--- config.mk ---
export PLATFORM = sky130hd
export DESIGN_NAME = irq_timer_ctrl
export DESIGN_NICKNAME = d
export VERILOG_FILES = /design/src/rtl/irq_timer_ctrl.sv
export SDC_FILE = /design/constraint.sdc
export NUM_CORES = 1
export LEC_CHECK = 0
export ABC_AREA = 1
export CAP_MARGIN = 20
export CORE_MARGIN = 2
export CORE_UTILIZATION = 35
export CTS_BUF_LIST = sky130_fd_sc_hd__clkbuf_4 sky130_fd_sc_hd__clkbuf_8
export DETAILED_ROUTE_END_ITERATION = 10
export PLACE_DENSITY_LB_ADDON = 0.3
export SLEW_MARGIN = 40
export SYNTH_ARGS = -nofsm -noshare
export SYNTH_HDL_FRONTEND = slang
export SYNTH_SLANG_ARGS = --single-unit
--- constraint.sdc ---
create_clock -name clk -period 2.14 [get_ports clk]
set_input_delay 0.535 -clock clk [delete_from_list [all_inputs] [get_ports clk]]
set_output_delay 0.535 -clock clk [all_outputs]
set_load 0.01 [all_outputs]
--- src/rtl/irq_timer_ctrl.sv ---
// Machine timer (mtime/mtimecmp) plus external interrupt line, arbitrated into a
// single-cycle trap request for the 3-stage RV32 core, with handshake on handler return.
module irq_timer_ctrl #(
   parameter int PRESCALE = 1
) (
   input  logic        clk,
   input  logic        rst,
   input  logic        bus_sel,
   input  logic [3:0]  bus_addr,
   input  logic        bus_we,
   input  logic [31:0] bus_wdata,
   output logic [31:0] bus_rdata,
   input  logic        ext_irq,
   input  logic        irq_done,
   output logic        interrupt_exception,
   output logic [1:0]  irq_cause
);

   localparam logic [3:0] ADDR_MTIME    = 4'h0;
   localparam logic [3:0] ADDR_MTIMECMP = 4'h4;
   localparam logic [3:0] ADDR_CTRL     = 4'h8;
   localparam logic [3:0] ADDR_STATUS   = 4'hC;

   localparam logic [1:0] CAUSE_NONE  = 2'b00;
   localparam logic [1:0] CAUSE_TIMER = 2'b01;
   localparam logic [1:0] CAUSE_EXT   = 2'b10;

   localparam int PW = (PRESCALE > 1) ? $clog2(PRESCALE) : 1;
   localparam logic [PW-1:0] PRESC_MAX = PW'(PRESCALE - 1);

   typedef enum logic [1:0] {
      S_IDLE    = 2'd0,
      S_REQ     = 2'd1,
      S_SERVICE = 2'd2
   } state_t;

   state_t        state_q, state_d;
   logic [PW-1:0] presc_q, presc_d;
   logic [31:0]   mtime_q, mtime_d;
   logic [31:0]   mtimecmp_q, mtimecmp_d;
   logic [1:0]    ctrl_q, ctrl_d;
   logic          timer_pend_q, timer_pend_d;
   logic          ext_pend_q, ext_pend_d;
   logic          sync1_q, sync1_d;
   logic          sync2_q, sync2_d;
   logic          sync3_q, sync3_d;
   logic [1:0]    cause_q, cause_d;

   logic wr_en;
   logic wr_mtime;
   logic wr_mtimecmp;
   logic wr_ctrl;
   logic wr_status;
   logic tick;
   logic ext_edge;
   logic ext_set;
   logic ext_clr;
   logic ext_req;
   logic any_req;

   always_comb begin
      wr_en       = bus_sel && bus_we;
      wr_mtime    = wr_en && (bus_addr == ADDR_MTIME);
      wr_mtimecmp = wr_en && (bus_addr == ADDR_MTIMECMP);
      wr_ctrl     = wr_en && (bus_addr == ADDR_CTRL);
      wr_status   = wr_en && (bus_addr == ADDR_STATUS);
   end

   // Timer: a write to either timer register suppresses the increment of that cycle.
   always_comb begin
      tick       = (presc_q == PRESC_MAX);
      presc_d    = tick ? '0 : presc_q + PW'(1);
      mtime_d    = mtime_q;
      mtimecmp_d = mtimecmp_q;
      if (wr_mtime) begin
         mtime_d = bus_wdata;
      end else if (tick && !wr_mtimecmp) begin
         mtime_d = mtime_q + 32'd1;
      end
      if (wr_mtimecmp) begin
         mtimecmp_d = bus_wdata;
      end
      ctrl_d       = wr_ctrl ? bus_wdata[1:0] : ctrl_q;
      timer_pend_d = ctrl_q[0] && (mtime_q >= mtimecmp_q);
   end

   always_comb begin
      sync1_d  = ext_irq;
      sync2_d  = sync1_q;
      sync3_d  = sync2_q;
      ext_edge = sync2_q && !sync3_q;
      ext_set  = ext_edge && ctrl_q[1];
      ext_clr  = wr_status && bus_wdata[1];
      ext_pend_d = ext_pend_q;
      if (ext_set) begin
         ext_pend_d = 1'b1;
      end else if (ext_clr) begin
         ext_pend_d = 1'b0;
      end
   end

   always_ff @(posedge clk or negedge rst) begin
      if (!rst) begin
         presc_q      <= '0;
         mtime_q      <= 32'd0;
         mtimecmp_q   <= 32'hFFFF_FFFF;
         ctrl_q       <= 2'b00;
         timer_pend_q <= 1'b0;
         ext_pend_q   <= 1'b0;
         sync1_q      <= 1'b0;
         sync2_q      <= 1'b0;
         sync3_q      <= 1'b0;
      end else begin
         presc_q      <= presc_d;
         mtime_q      <= mtime_d;
         mtimecmp_q   <= mtimecmp_d;
         ctrl_q       <= ctrl_d;
         timer_pend_q <= timer_pend_d;
         ext_pend_q   <= ext_pend_d;
         sync1_q      <= sync1_d;
         sync2_q      <= sync2_d;
         sync3_q      <= sync3_d;
      end
   end

   // FSM state register
   always_ff @(posedge clk or negedge rst) begin
      if (!rst) begin
         state_q <= S_IDLE;
         cause_q <= CAUSE_NONE;
      end else begin
         state_q <= state_d;
         cause_q <= cause_d;
      end
   end

   // FSM next state; cause is captured on leaving IDLE so the handler sees a stable value.
   always_comb begin
      ext_req = ext_pend_q && ctrl_q[1];
      any_req = ext_req || timer_pend_q;
      state_d = state_q;
      cause_d = cause_q;
      case (state_q)
         S_IDLE: begin
            if (any_req) begin
               state_d = S_REQ;
               cause_d = ext_req ? CAUSE_EXT : CAUSE_TIMER;
            end
         end
         S_REQ: begin
            state_d = S_SERVICE;
         end
         S_SERVICE: begin
            if (irq_done) begin
               state_d = S_IDLE;
               cause_d = CAUSE_NONE;
            end
         end
         default: begin
            state_d = S_IDLE;
            cause_d = CAUSE_NONE;
         end
      endcase
   end

   // FSM outputs: the trap request is a single-cycle pulse so the PC is redirected once.
   always_comb begin
      interrupt_exception = (state_q == S_REQ);
      irq_cause           = cause_q;
   end

   always_comb begin
      case (bus_addr)
         ADDR_MTIME:    bus_rdata = mtime_q;
         ADDR_MTIMECMP: bus_rdata = mtimecmp_q;
         ADDR_CTRL:     bus_rdata = {30'd0, ctrl_q};
         ADDR_STATUS:   bus_rdata = {30'd0, ext_pend_q, timer_pend_q};
         default:       bus_rdata = 32'd0;
      endcase
   end

endmodule

==> reports/metrics.csv <==
metric,value,unit
outcome,completed,
xor and xnor area share after synthesis,0.167,%
Initial Util,35.9,%
Post-layout nets,942,
post-synthesis instance area,5240,um2
Multi-input gate area,2860,um2
"Reg clk slew, reported paths",0.08,ns
Slew HR,71.7,%
Synth warnings,0,
final worst-path cycle share,96.7,%
pre-CTS setup slack,-0.714,ns
switching power,2.67,mW
total CTS buffers,9,
I/O pin total,77,
Worst path max stage delay,0.21,ns
Root Buffer,clkbuf_8,
Fillers,1526,
antenna diode count,0,
LEAKAGE,3.31,nW
DRC Markers,0,
distinct cell type count of the synthesized netlist,34,
Synth Flop Type,dfrtp_1,
Post-synth EDFFs,0,
die outline height,126,um
first-pass GRT wire length,25700,um
RSZ-0062 raised after global routing,no,
"Avg Cell Area, Syn",6.81,um2
Via-to-Cell Ratio,5.00,
CP max FO,12,
hold_buf cts,0,
Setup Skew,0.0115,ns
Critical Path Sink Type,primary output,
antenna violation net count after detailed routing,0,
"Core Util, Final",45.1,%
Buffers on Ports,76,
Yosys top cell area share,20.5,%
worst-case vdd ir drop,0.000368,V
most frequent cell after synthesis,nand2_1,
dominant cell type by area after synthesis,dfrtp_1,
max-cap violation count,0,
gpl congestion,0.915,
clock power share,19.3,%
worst r2r src,mtime_q[1]$_DFFE_PN0P_,
Layout Area Growth over Synthesis,25.8,%
routed wire length,15800,um
initial antenna violation count,0,
"Clk Latency, worst-skew pair",0.39,ns
Post-Synth Adder-Cell Area,7.88,%
Comb pwr share,41.9,%
CP max stage cell,clkdlybuf4s15_2,
final worst slack,0.0708,ns
# setup viols final,0,
pin count of the biggest net entering global routing,44,
FP Rows,44,
wire per inst,15.0,um
crit path launch,bus_addr[0],
PD cells,926,nW/um2
"top cells by area, synth","dfrtp_1, nand2_1, dfstp_2",
post-synthesis mux area share,0,%
Post-Synth Simple-Gate Area,28.5,%
Worst Max-Slew Pin Slew,0.424,ns
register bit total from synthesis,75,
max-slew violation count,0,
vias,5281,
die width,126,um
Synth async-reset ratio,100,%
CP required,1.60,ns
Final Hold Fails,0,
CTS tree,built,
die area,16000,um2
Compound-Gate Fraction of Synth Area,16.1,%
largest family of logic cells by synthesized area,simple AND/OR/NAND/NOR gates,
share of layout cells above drive strength 1,17.1,%
register area share after synthesis,36.6,%
synthesized net count,844,
Sw Ratio,43.8,%
Post-Synthesis Cells,769,
Longest Clk Path Bufs,2,
Storage cell area,1920,um2
dpl hpwl,12200,um
H-tree Lvls,3,
drt first pass iters,5,
min Tclk post-route,2.07,ns
CP Class,input pin to primary output,
total grt overflow,0,
vias in the first global route,4987,
clk sinks,75,
Sequential Power Share,38.8,%
commonest cells in the netlist,"nand2_1, inv_1, o21ai_0",
FMAX,483,MHz
core area,14600,um2
Pint,3.43,mW
Tightest Hold Check Type,input pin to async pin,
cells along the critical path,clkdlybuf4s15_2 > nor2_4 > nand2_4 > buf_6 > o22ai_2 > buf_2,
Crit path arrival time,1.53,ns
DR iter-0 viols,429,
startpoint type of the worst setup path,input pin,
Global Route Usage Sum,20.3,%
==> cell usage in the layout, fill, tap and decap left out, types with 2 or more instances in the layout <==
master / n
nor2_2: 2
a32oi_1: 2
o21ai_0: 69
nand3_1: 39
buf_8: 2
a21oi_1: 42
dfrtp_1: 43
nor2_4: 2
o21ai_1: 6
dfstp_2: 32
inv_1: 114
clkbuf_8: 9
o2111ai_2: 2
a21o_1: 2
nor2_1: 59
clkdlybuf4s50_1: 39
clkbuf_2: 2
ha_1: 33
nor3_1: 6
inv_2: 5
nand4_1: 8
buf_12: 5
nand2_1: 238
buf_4: 29
o22ai_2: 11
clkinv_4: 3
o22ai_1: 18
buf_2: 33
==> what timing repair did <==
item                                    in CTS  in global routing
pin swaps                                    2                  1
buffers inserted                             3                  0
resized for setup                          146                 20
endpoints found under the setup margin      32                 22
==> state kept, by name, summed over array words and instances, names as in the netlist <==
| name | flops |
|---|---|
| timer_pend_q | 1 |
| mtimecmp_q | 32 |
| mtime_q | 32 |
| ext_pend_q | 1 |
| irq_cause | 2 |
| sync3_q | 1 |
| state_q | 2 |
| sync2_q | 1 |
| ctrl_q | 2 |
| sync1_q | 1 |
==> worst max-delay path: cells and delay by family <==
family                 cells  cell delay (ns)
buffers and inverters      3             0.55
AND/OR/NAND/NOR            2             0.25
AO/OA/AOI/OAI              1             0.20
==> area by class of cell <==
| class | instances | share of cell area, % |
|---|---|---|
| well taps | 184 | 3.50 |
| clock inverters | 7 | 1.18 |
| multi-input cells | 550 | 43.4 |
| clock buffers | 9 | 1.88 |
| flip-flops and latches | 75 | 29.1 |
| inverters | 119 | 6.78 |
| repair buffers | 112 | 14.2 |
==> cell families (layout without fill, tap and decap cells) <==
kind of cell | Yosys count | in the layout
AND/OR/NAND/NOR | 361 | 361
buffers and inverters | 144 | 247
XOR/XNOR | 1 | 1
flip-flops | 75 | 75
AO/OA/AOI/OAI | 155 | 155
adder cells (fa/ha/maj) | 33 | 33
==> routing by layer <==
metal	up-vias	part of all wire, %	track usage, %
li1	2677	-	-
met5	-	0	0
met2	147	45	31.9
met4	0	1.5	5.43
met1	2439	48	28.6
met3	18	5.2	3.92
==> final timing paths <==
| path | end | slack (ns) | cells after the start |
|---|---|---|---|
| max | bus_rdata[11] | 0.07 | 6 |
| min | mtime_q[22]$_DFFE_PN0P_ | 0.08 | 1 |
| max reg2reg | mtime_q[14]$_DFFE_PN0P_ | 0.21 | 10 |
| min reg2reg | sync2_q$_DFF_PN0_ | 0.36 | 0 |
| max in group asynchronous | mtimecmp_q[25]$_DFFE_PN1P_ | 1.38 | 2 |
| min in group clk | sync2_q$_DFF_PN0_ | 0.36 | 0 |
==> per-stage QoR <==
| stage | instances | power, mW | instance area (um2) | hold WS (ns) | setup TNS [ns] |
|---|---|---|---|---|---|
| 2_1_floorplan | 769 | 4.02 | 5240 | 0.239 | 0 |
| 3_5_place_dp | 1037 | 4.92 | 6420 | 0.336 | -26.47 |
| 6_report | 1056 | 6.10 | 6590 | 0.0759 | 0 |
| 3_3_place_gp | 1037 | 4.89 | 6420 | 0.334 | -24.58 |
| 4_1_cts | 1056 | 6.13 | 6640 | 0.0746 | -0.0283 |
| 5_1_grt | 1056 | 6.68 | 6590 | 0.0953 | 0 |
==> power by group through the flow <==
stage	Sequential, mW	Combinational (mW)	Clock, mW
floorplan	2.24	1.78	0
global placement	2.38	2.52	0
CTS	2.36	2.56	1.21
detailed placement	2.39	2.54	0
finish	2.37	2.55	1.18
global route	2.44	2.97	1.27
(Power assumes the default switching activity.)
